`config.mk`:
```
export PLATFORM = sky130hd
export DESIGN_NAME = ps2_host_tx
export DESIGN_NICKNAME = d
export VERILOG_FILES = /design/src/rtl/ps2_host_tx.sv
export SDC_FILE = /design/constraint.sdc
export NUM_CORES = 1
export LEC_CHECK = 0
export ABC_AREA = 1
export CAP_MARGIN = 40
export CELL_PAD_IN_SITES_DETAIL_PLACEMENT = 1
export CELL_PAD_IN_SITES_GLOBAL_PLACEMENT = 2
export CORE_UTILIZATION = 33
export DETAILED_ROUTE_END_ITERATION = 8
export PLACE_DENSITY = 0.87
export SYNTH_ARGS = -nofsm -noshare
export SYNTH_HDL_FRONTEND = slang
export SYNTH_SLANG_ARGS = --single-unit
export TNS_END_PERCENT = 10
```
`constraint.sdc`:
```
create_clock -name clk -period 2.8 [get_ports clk]
set_input_delay 0.84 -clock clk [delete_from_list [all_inputs] [get_ports clk]]
set_output_delay 0.84 -clock clk [all_outputs]
set_load 0.02 [all_outputs]
```
`src/rtl/ps2_host_tx.sv`:
```
// ---------------------------------------------------------------------------
// ps2_host_tx
//   Host-to-device PS/2 command transmitter (the send half of the mouse /
//   keyboard link). A command byte is sent with the PS/2 request-to-send
//   sequence: inhibit the clock, pull data low, release the clock, then put
//   8 data bits (LSB first), odd parity and stop on the device-generated
//   clock. The device acknowledge is captured on the 11th falling edge.
//
// Ports
//   clk       in   system clock
//   rst       in   synchronous reset, active high
//   tx_data   in   command byte, sampled only when the byte is accepted
//   tx_valid  in   request to send tx_data
//   tx_ready  out  high in IDLE; accept = tx_valid & tx_ready on a clk edge
//   done      out  one-cycle pulse when a transfer ends (ack or error)
//   ack_err   out  1 = no device ack (or timeout); held until next accept
//   msclk_in  in   PS/2 clock pin level (asynchronous)
//   msdat_in  in   PS/2 data pin level (asynchronous)
//   msclk_oe  out  1 = pull msclk low (open drain)
//   msdat_oe  out  1 = pull msdat low (open drain)
//
// Parameters
//   INHIBIT_CYCLES  clk cycles msclk is held low before the RTS cycle
//   TIMEOUT_CYCLES  watchdog limit per device clock edge
//
// Configuration
//   PS2TX_TIMEOUT_EN  when defined, a watchdog aborts the transfer with
//                     ack_err=1 if the device stops clocking. Without it the
//                     FSM waits indefinitely and only rst recovers.
// ---------------------------------------------------------------------------
module ps2_host_tx #(
  parameter int INHIBIT_CYCLES = 2500,
  parameter int TIMEOUT_CYCLES = 50000
) (
  input  logic       clk,
  input  logic       rst,
  input  logic [7:0] tx_data,
  input  logic       tx_valid,
  output logic       tx_ready,
  output logic       done,
  output logic       ack_err,
  input  logic       msclk_in,
  input  logic       msdat_in,
  output logic       msclk_oe,
  output logic       msdat_oe
);

  if (INHIBIT_CYCLES < 1 || TIMEOUT_CYCLES < 2) begin : g_bad_params
    $error("ps2_host_tx: INHIBIT_CYCLES must be >= 1 and TIMEOUT_CYCLES >= 2");
  end

  localparam logic [2:0] ST_IDLE      = 3'd0;
  localparam logic [2:0] ST_INHIBIT   = 3'd1;
  localparam logic [2:0] ST_RTS       = 3'd2;
  localparam logic [2:0] ST_SHIFT     = 3'd3;
  localparam logic [2:0] ST_ACK       = 3'd4;
  localparam logic [2:0] ST_WAIT_IDLE = 3'd5;
  localparam logic [2:0] ST_DONE      = 3'd6;

  localparam int              CNT_W        = (INHIBIT_CYCLES > 1) ? $clog2(INHIBIT_CYCLES) : 1;
  localparam logic [CNT_W-1:0] INHIBIT_LAST = CNT_W'(INHIBIT_CYCLES - 1);

  logic [2:0]       state;
  logic [2:0]       state_next;
  logic [CNT_W-1:0] cnt;
  logic [9:0]       shreg;
  logic [3:0]       bitcnt;
  logic [1:0]       clk_sync;
  logic [1:0]       dat_sync;
  logic             clk_prev;
  logic             fe;
  logic             accept;
  logic             wd_expired;

  // -------------------------------------------------------------------------
  // Pin synchronisers and falling-edge detect on the device clock. The
  // synchronisers reset to the idle (released, high) bus level.
  // -------------------------------------------------------------------------
  always_ff @(posedge clk) begin
    if (rst) begin
      clk_sync <= 2'b11;
      dat_sync <= 2'b11;
      clk_prev <= 1'b1;
    end else begin
      // NOTE: non-blocking assignments make every stage read the previous
      // cycle's value, which is exactly what a synchroniser chain needs.
      clk_sync <= {clk_sync[0], msclk_in};
      dat_sync <= {dat_sync[0], msdat_in};
      clk_prev <= clk_sync[1];
    end
  end

  assign fe       = clk_prev & ~clk_sync[1];
  assign tx_ready = (state == ST_IDLE);
  assign accept   = tx_valid & tx_ready;
  assign done     = (state == ST_DONE);

  // -------------------------------------------------------------------------
  // Optional watchdog: restarts on every device falling edge and on every
  // state change, counts only while the device is expected to clock.
  // -------------------------------------------------------------------------
`ifdef PS2TX_TIMEOUT_EN
  localparam int WD_W = $clog2(TIMEOUT_CYCLES + 1);

  logic [WD_W-1:0] wdog;
  logic            wd_active;

  assign wd_active  = (state == ST_SHIFT) || (state == ST_ACK) || (state == ST_WAIT_IDLE);
  assign wd_expired = wd_active && !fe && (wdog == WD_W'(TIMEOUT_CYCLES - 1));

  always_ff @(posedge clk) begin
    if (rst || !wd_active || fe || (state_next != state)) begin
      wdog <= '0;
    end else begin
      wdog <= wdog + WD_W'(1);
    end
  end
`else
  assign wd_expired = 1'b0;
`endif

  // -------------------------------------------------------------------------
  // Next-state logic
  // -------------------------------------------------------------------------
  always_comb begin
    // NOTE: defaulting state_next before the case keeps every path assigned,
    // so no latch is inferred for the "stay" branches.
    state_next = state;
    case (state)
      ST_IDLE:      if (accept) state_next = ST_INHIBIT;
      ST_INHIBIT:   if (cnt == INHIBIT_LAST) state_next = ST_RTS;
      ST_RTS:       state_next = ST_SHIFT;
      // The 10th falling edge puts the stop bit (data released) on the bus.
      ST_SHIFT:     if (fe && (bitcnt == 4'd9)) state_next = ST_ACK;
      ST_ACK:       if (fe) state_next = ST_WAIT_IDLE;
      ST_WAIT_IDLE: if (clk_sync[1] && dat_sync[1]) state_next = ST_DONE;
      ST_DONE:      state_next = ST_IDLE;
      default:      state_next = ST_IDLE;
    endcase
    if (wd_expired) state_next = ST_DONE;
  end

  // -------------------------------------------------------------------------
  // State and datapath registers
  // -------------------------------------------------------------------------
  always_ff @(posedge clk) begin
    if (rst) begin
      state   <= ST_IDLE;
      cnt     <= '0;
      bitcnt  <= '0;
      ack_err <= 1'b0;
      // NOTE: shreg is deliberately left out of reset; it is always loaded on
      // accept before it can reach msdat_oe.
    end else begin
      state <= state_next;
      case (state)
        ST_IDLE: begin
          if (accept) begin
            cnt     <= '0;
            bitcnt  <= '0;
            ack_err <= 1'b0;
            shreg   <= {1'b1, ~^tx_data, tx_data};
          end
        end
        ST_INHIBIT: cnt <= cnt + CNT_W'(1);
        ST_SHIFT: begin
          if (fe) begin
            bitcnt <= bitcnt + 4'd1;
            // The start bit is not held in shreg: fe1 only exposes d0, and
            // each later edge advances to the next bit.
            if (bitcnt != 4'd0) shreg <= {1'b0, shreg[9:1]};
          end
        end
        ST_ACK: if (fe) ack_err <= dat_sync[1];
        default: ;
      endcase
      if (wd_expired) ack_err <= 1'b1;
    end
  end

  // -------------------------------------------------------------------------
  // Open-drain enables
  // -------------------------------------------------------------------------
  assign msclk_oe = (state == ST_INHIBIT) || (state == ST_RTS);
  assign msdat_oe = (state == ST_RTS) ||
                    ((state == ST_SHIFT) && ((bitcnt == 4'd0) || !shreg[0]));

endmodule

```
==> results by group <==
Min path
  • Hold Crit Class: reg -> reg
  • WHS Path Cells: 1

Logic synthesis
  • Syn Inst Count: 246
  • Area contributors post-synth: dfxtp_1 (27%), edfxtp_1 (16%), nand2_1 (15%)
  • Syn nets: 263
  • Register bit count reported by yosys: 35
  • Syn. warnings: 0
  • Post-Synthesis Cell Area: 1860 sq um
  • Post-synth top area share: 26.9%
  • Yosys cell types: 29
  • Leading area contributor after synthesis: dfxtp_1
  • Syn_area_per_cell: 7.56 sq um
  • Sequential area share after synthesis: 43.0%

Power and ir drop
  • Power consumption: 1.78 mW
  • Part of the power in the clock network: 26.8%
  • P_int: 1.13 mW
  • Seq pwr share: 38.0%
  • Max VDD drop: 0.343 mV
  • Power per cell area: 790 nW/um^2
  • Net Sw Power: 0.647 mW
  • Leakage power total: 0.926 nW
  • Combinational power share: 35.2%
  • Net Sw Frac: 36.4%

Worst setup path
  • Slowest-stage cell, CP: clkdlybuf4s50_1
  • Cell count along the critical path: 6
  • R2R depth: 8
  • CP Cell Sequence: inv_1, nand2_2, nor2_4, inv_1, nand2_1, clkdlybuf4s50_1
  • Slowest stage delay, CP: 600 ps
  • Crit path max fanout: 6
  • Most frequent CP cell: inv_1
  • Critical Path RT: 1960 ps
  • Worst path buffer plus inverter count: 3
  • Reg2reg setup slack: 1080 ps
  • Critical path data arrival time: 1700 ps
  • CP startpoint kind: flop
  • CP Class: reg -> out
  • Worst setup EP type: primary output
  • CP delay by family, top: buffers and inverters

Floorplanning
  • Die area: 5940 sq um
  • Io pins: 18
  • Cell Rows: 26
  • Core footprint: 5270 sq um
  • Initial core utilization: 35.3%
  • Die H: 77.1 um
  • DIE WIDTH: 77.1 um

Finish
  • Layout Utilization: 42.8%
  • Final non-filler cell total: 342
  • N_diodes: 0
  • P&R area growth vs syn: 21.1%
  • Most frequent cells in the layout: nand2_1 (76), dfxtp_1 (25), inv_1 (24), clkdlybuf4s50_1 (16)
  • Fin area: 2250 sq um
  • Commonest non-fill, non-tap cell in the layout: nand2_1
  • Share of cells above drive strength 1: 15.1%
  • Final nets: 288
  • Fillers: 680

Timing
  • WHS: 412 ps
  • Final worst clock skew: 7.27 ps
  • Relative slew slack: 75.8%
  • Setup_tns: 0 ps
  • Fin worst setup slack: 260 ps
  • Final setup violation count: 0
  • Worst slew pin tran: 362 ps
  • Max Freq: 394 MHz
  • Final period util: 90.7%
  • RSZ-0062 raised after global routing: no
  • Hold Fails Final Rpt: 0
  • Max-slew violations: 0
  • Final min period: 2540 ps

Detailed routing
  • Vias: 1620
  • DR WL/cell: 12.1 um
  • Drt drc: 0
  • Drt pass-1 iters: 4
  • Total Wirelength: 4130 um
  • Vias per Instance: 4.74
  • Routed Antenna Nets: 0
  • Starting DRC count in detailed routing: 54

Place
  • Global placer's final weighted congestion: 0.795
  • Port Buffer Count: 17
  • Placed Instance Area: 2130 sq um
  • DP Cell Count: 334
  • Post-DP HPWL: 3160 um
  • Post-Place Setup Slack: 388 ps

CTS
  • TritonCTS Buffers: 5
  • Clock sink total: 35
  • Setup Buffers After CTS: 0
  • CTS tree: done
  • Skew-Pair Late Insertion Delay: 290 ps
  • # hold bufs at CTS: 0
  • H-tree levels: 2
  • CTS clk-pin slew, worst paths: 70 ps
  • Clk root buf: clkbuf_8
  • Clock buffer depth: 2

Global route
  • Vias in the first global route: 1689
  • Initial antenna violation count: 0
  • GRT Total Usage: 16.2%
  • Largest net degree at the start of global routing: 16
  • Global-route wire length before repair: 7560 um
  • Total gr overflow: 0

Status
  • Outcome: finished, final reports clean

Flow run
  • Max_cap viols: 0
[per-layer routing]
| metal | vias to the layer above | part of all wire (%) | GRT usage (%) |
|---|---|---|---|
| met3 | 7 | 2.6 | 3.57 |
| met1 | 756 | 49 | 20.4 |
| met2 | 16 | 47 | 26.8 |
| li1 | 841 | - | - |
| met5 | - | 0 | 0 |
| met4 | 0 | 1.6 | 6.23 |
[sequential cells by signal (all words and copies together), names as in the netlist]
name,count
dat_sync,2
cnt,12
bitcnt,4
shreg,10
clk_prev,1
ack_err,1
clk_sync,2
state,3
[power groups by stage]
stage	Sequential [mW]	Clock (mW)	Combinational [mW]
floorplan	0.679	0	0.435
global placement	0.683	0	0.624
detailed placement	0.688	0	0.633
CTS	0.676	0.496	0.640
global route	0.687	0.513	0.706
finish	0.676	0.478	0.626
[what timing repair did]
item | in CTS | in global routing
endpoints found under the setup margin | 0 | 1
hold endpoints to repair | 0 | 0
resized for setup | 0 | 1
[cells by family after synthesis]
group                      share of synthesized area, %
adders and majority gates                          2.69
AOI/OAI and AO/OA                                  9.21
and+or+nand+nor                                    33.8
DFF                                                43.0
buffers and inverters                              7.46
xor gates and xnor gates                           3.77
[path summary, 6_finish.rpt]
check	endpoint	start
hold / removal	clk_sync[1]	clk_sync[0]
setup reg to reg	shreg[9]	state[2]
setup / recovery	msclk_oe	state[1]
hold reg to reg	clk_sync[1]	clk_sync[0]
[area by class of cell]
type / instances / area, sq um / area share, %
timing repair buffer: 23 / 218 / 9.66
tap: 70 / 87.6 / 3.89
sequential: 35 / 801 / 35.5
clock inverter: 2 / 35.0 / 1.55
inverter: 29 / 109 / 4.83
clock buffer: 6 / 82.6 / 3.66
multi-input combinational: 177 / 921 / 40.9
[synth_stat cells]
library cell / instances
nor3_1: 4
inv_1: 24
a21oi_1: 15
ha_1: 4
nor2_2: 4
o22ai_1: 2
a21oi_2: 1
nand4_1: 4
nand3_1: 12
nor2_1: 15
xor2_1: 3
or2_2: 4
nor3b_1: 1
inv_2: 5
nor2_4: 3
buf_6: 1
dfxtp_1: 25
o21ai_0: 9
edfxtp_1: 10
nand4_2: 1
o21a_1: 1
o211ai_1: 1
clkbuf_1: 1
nand3_2: 6
xnor2_1: 5
buf_2: 3
nand2_1: 76
o21ai_1: 3
nand2_2: 3
No activity file was read; power rests on OpenSTA's default activity.
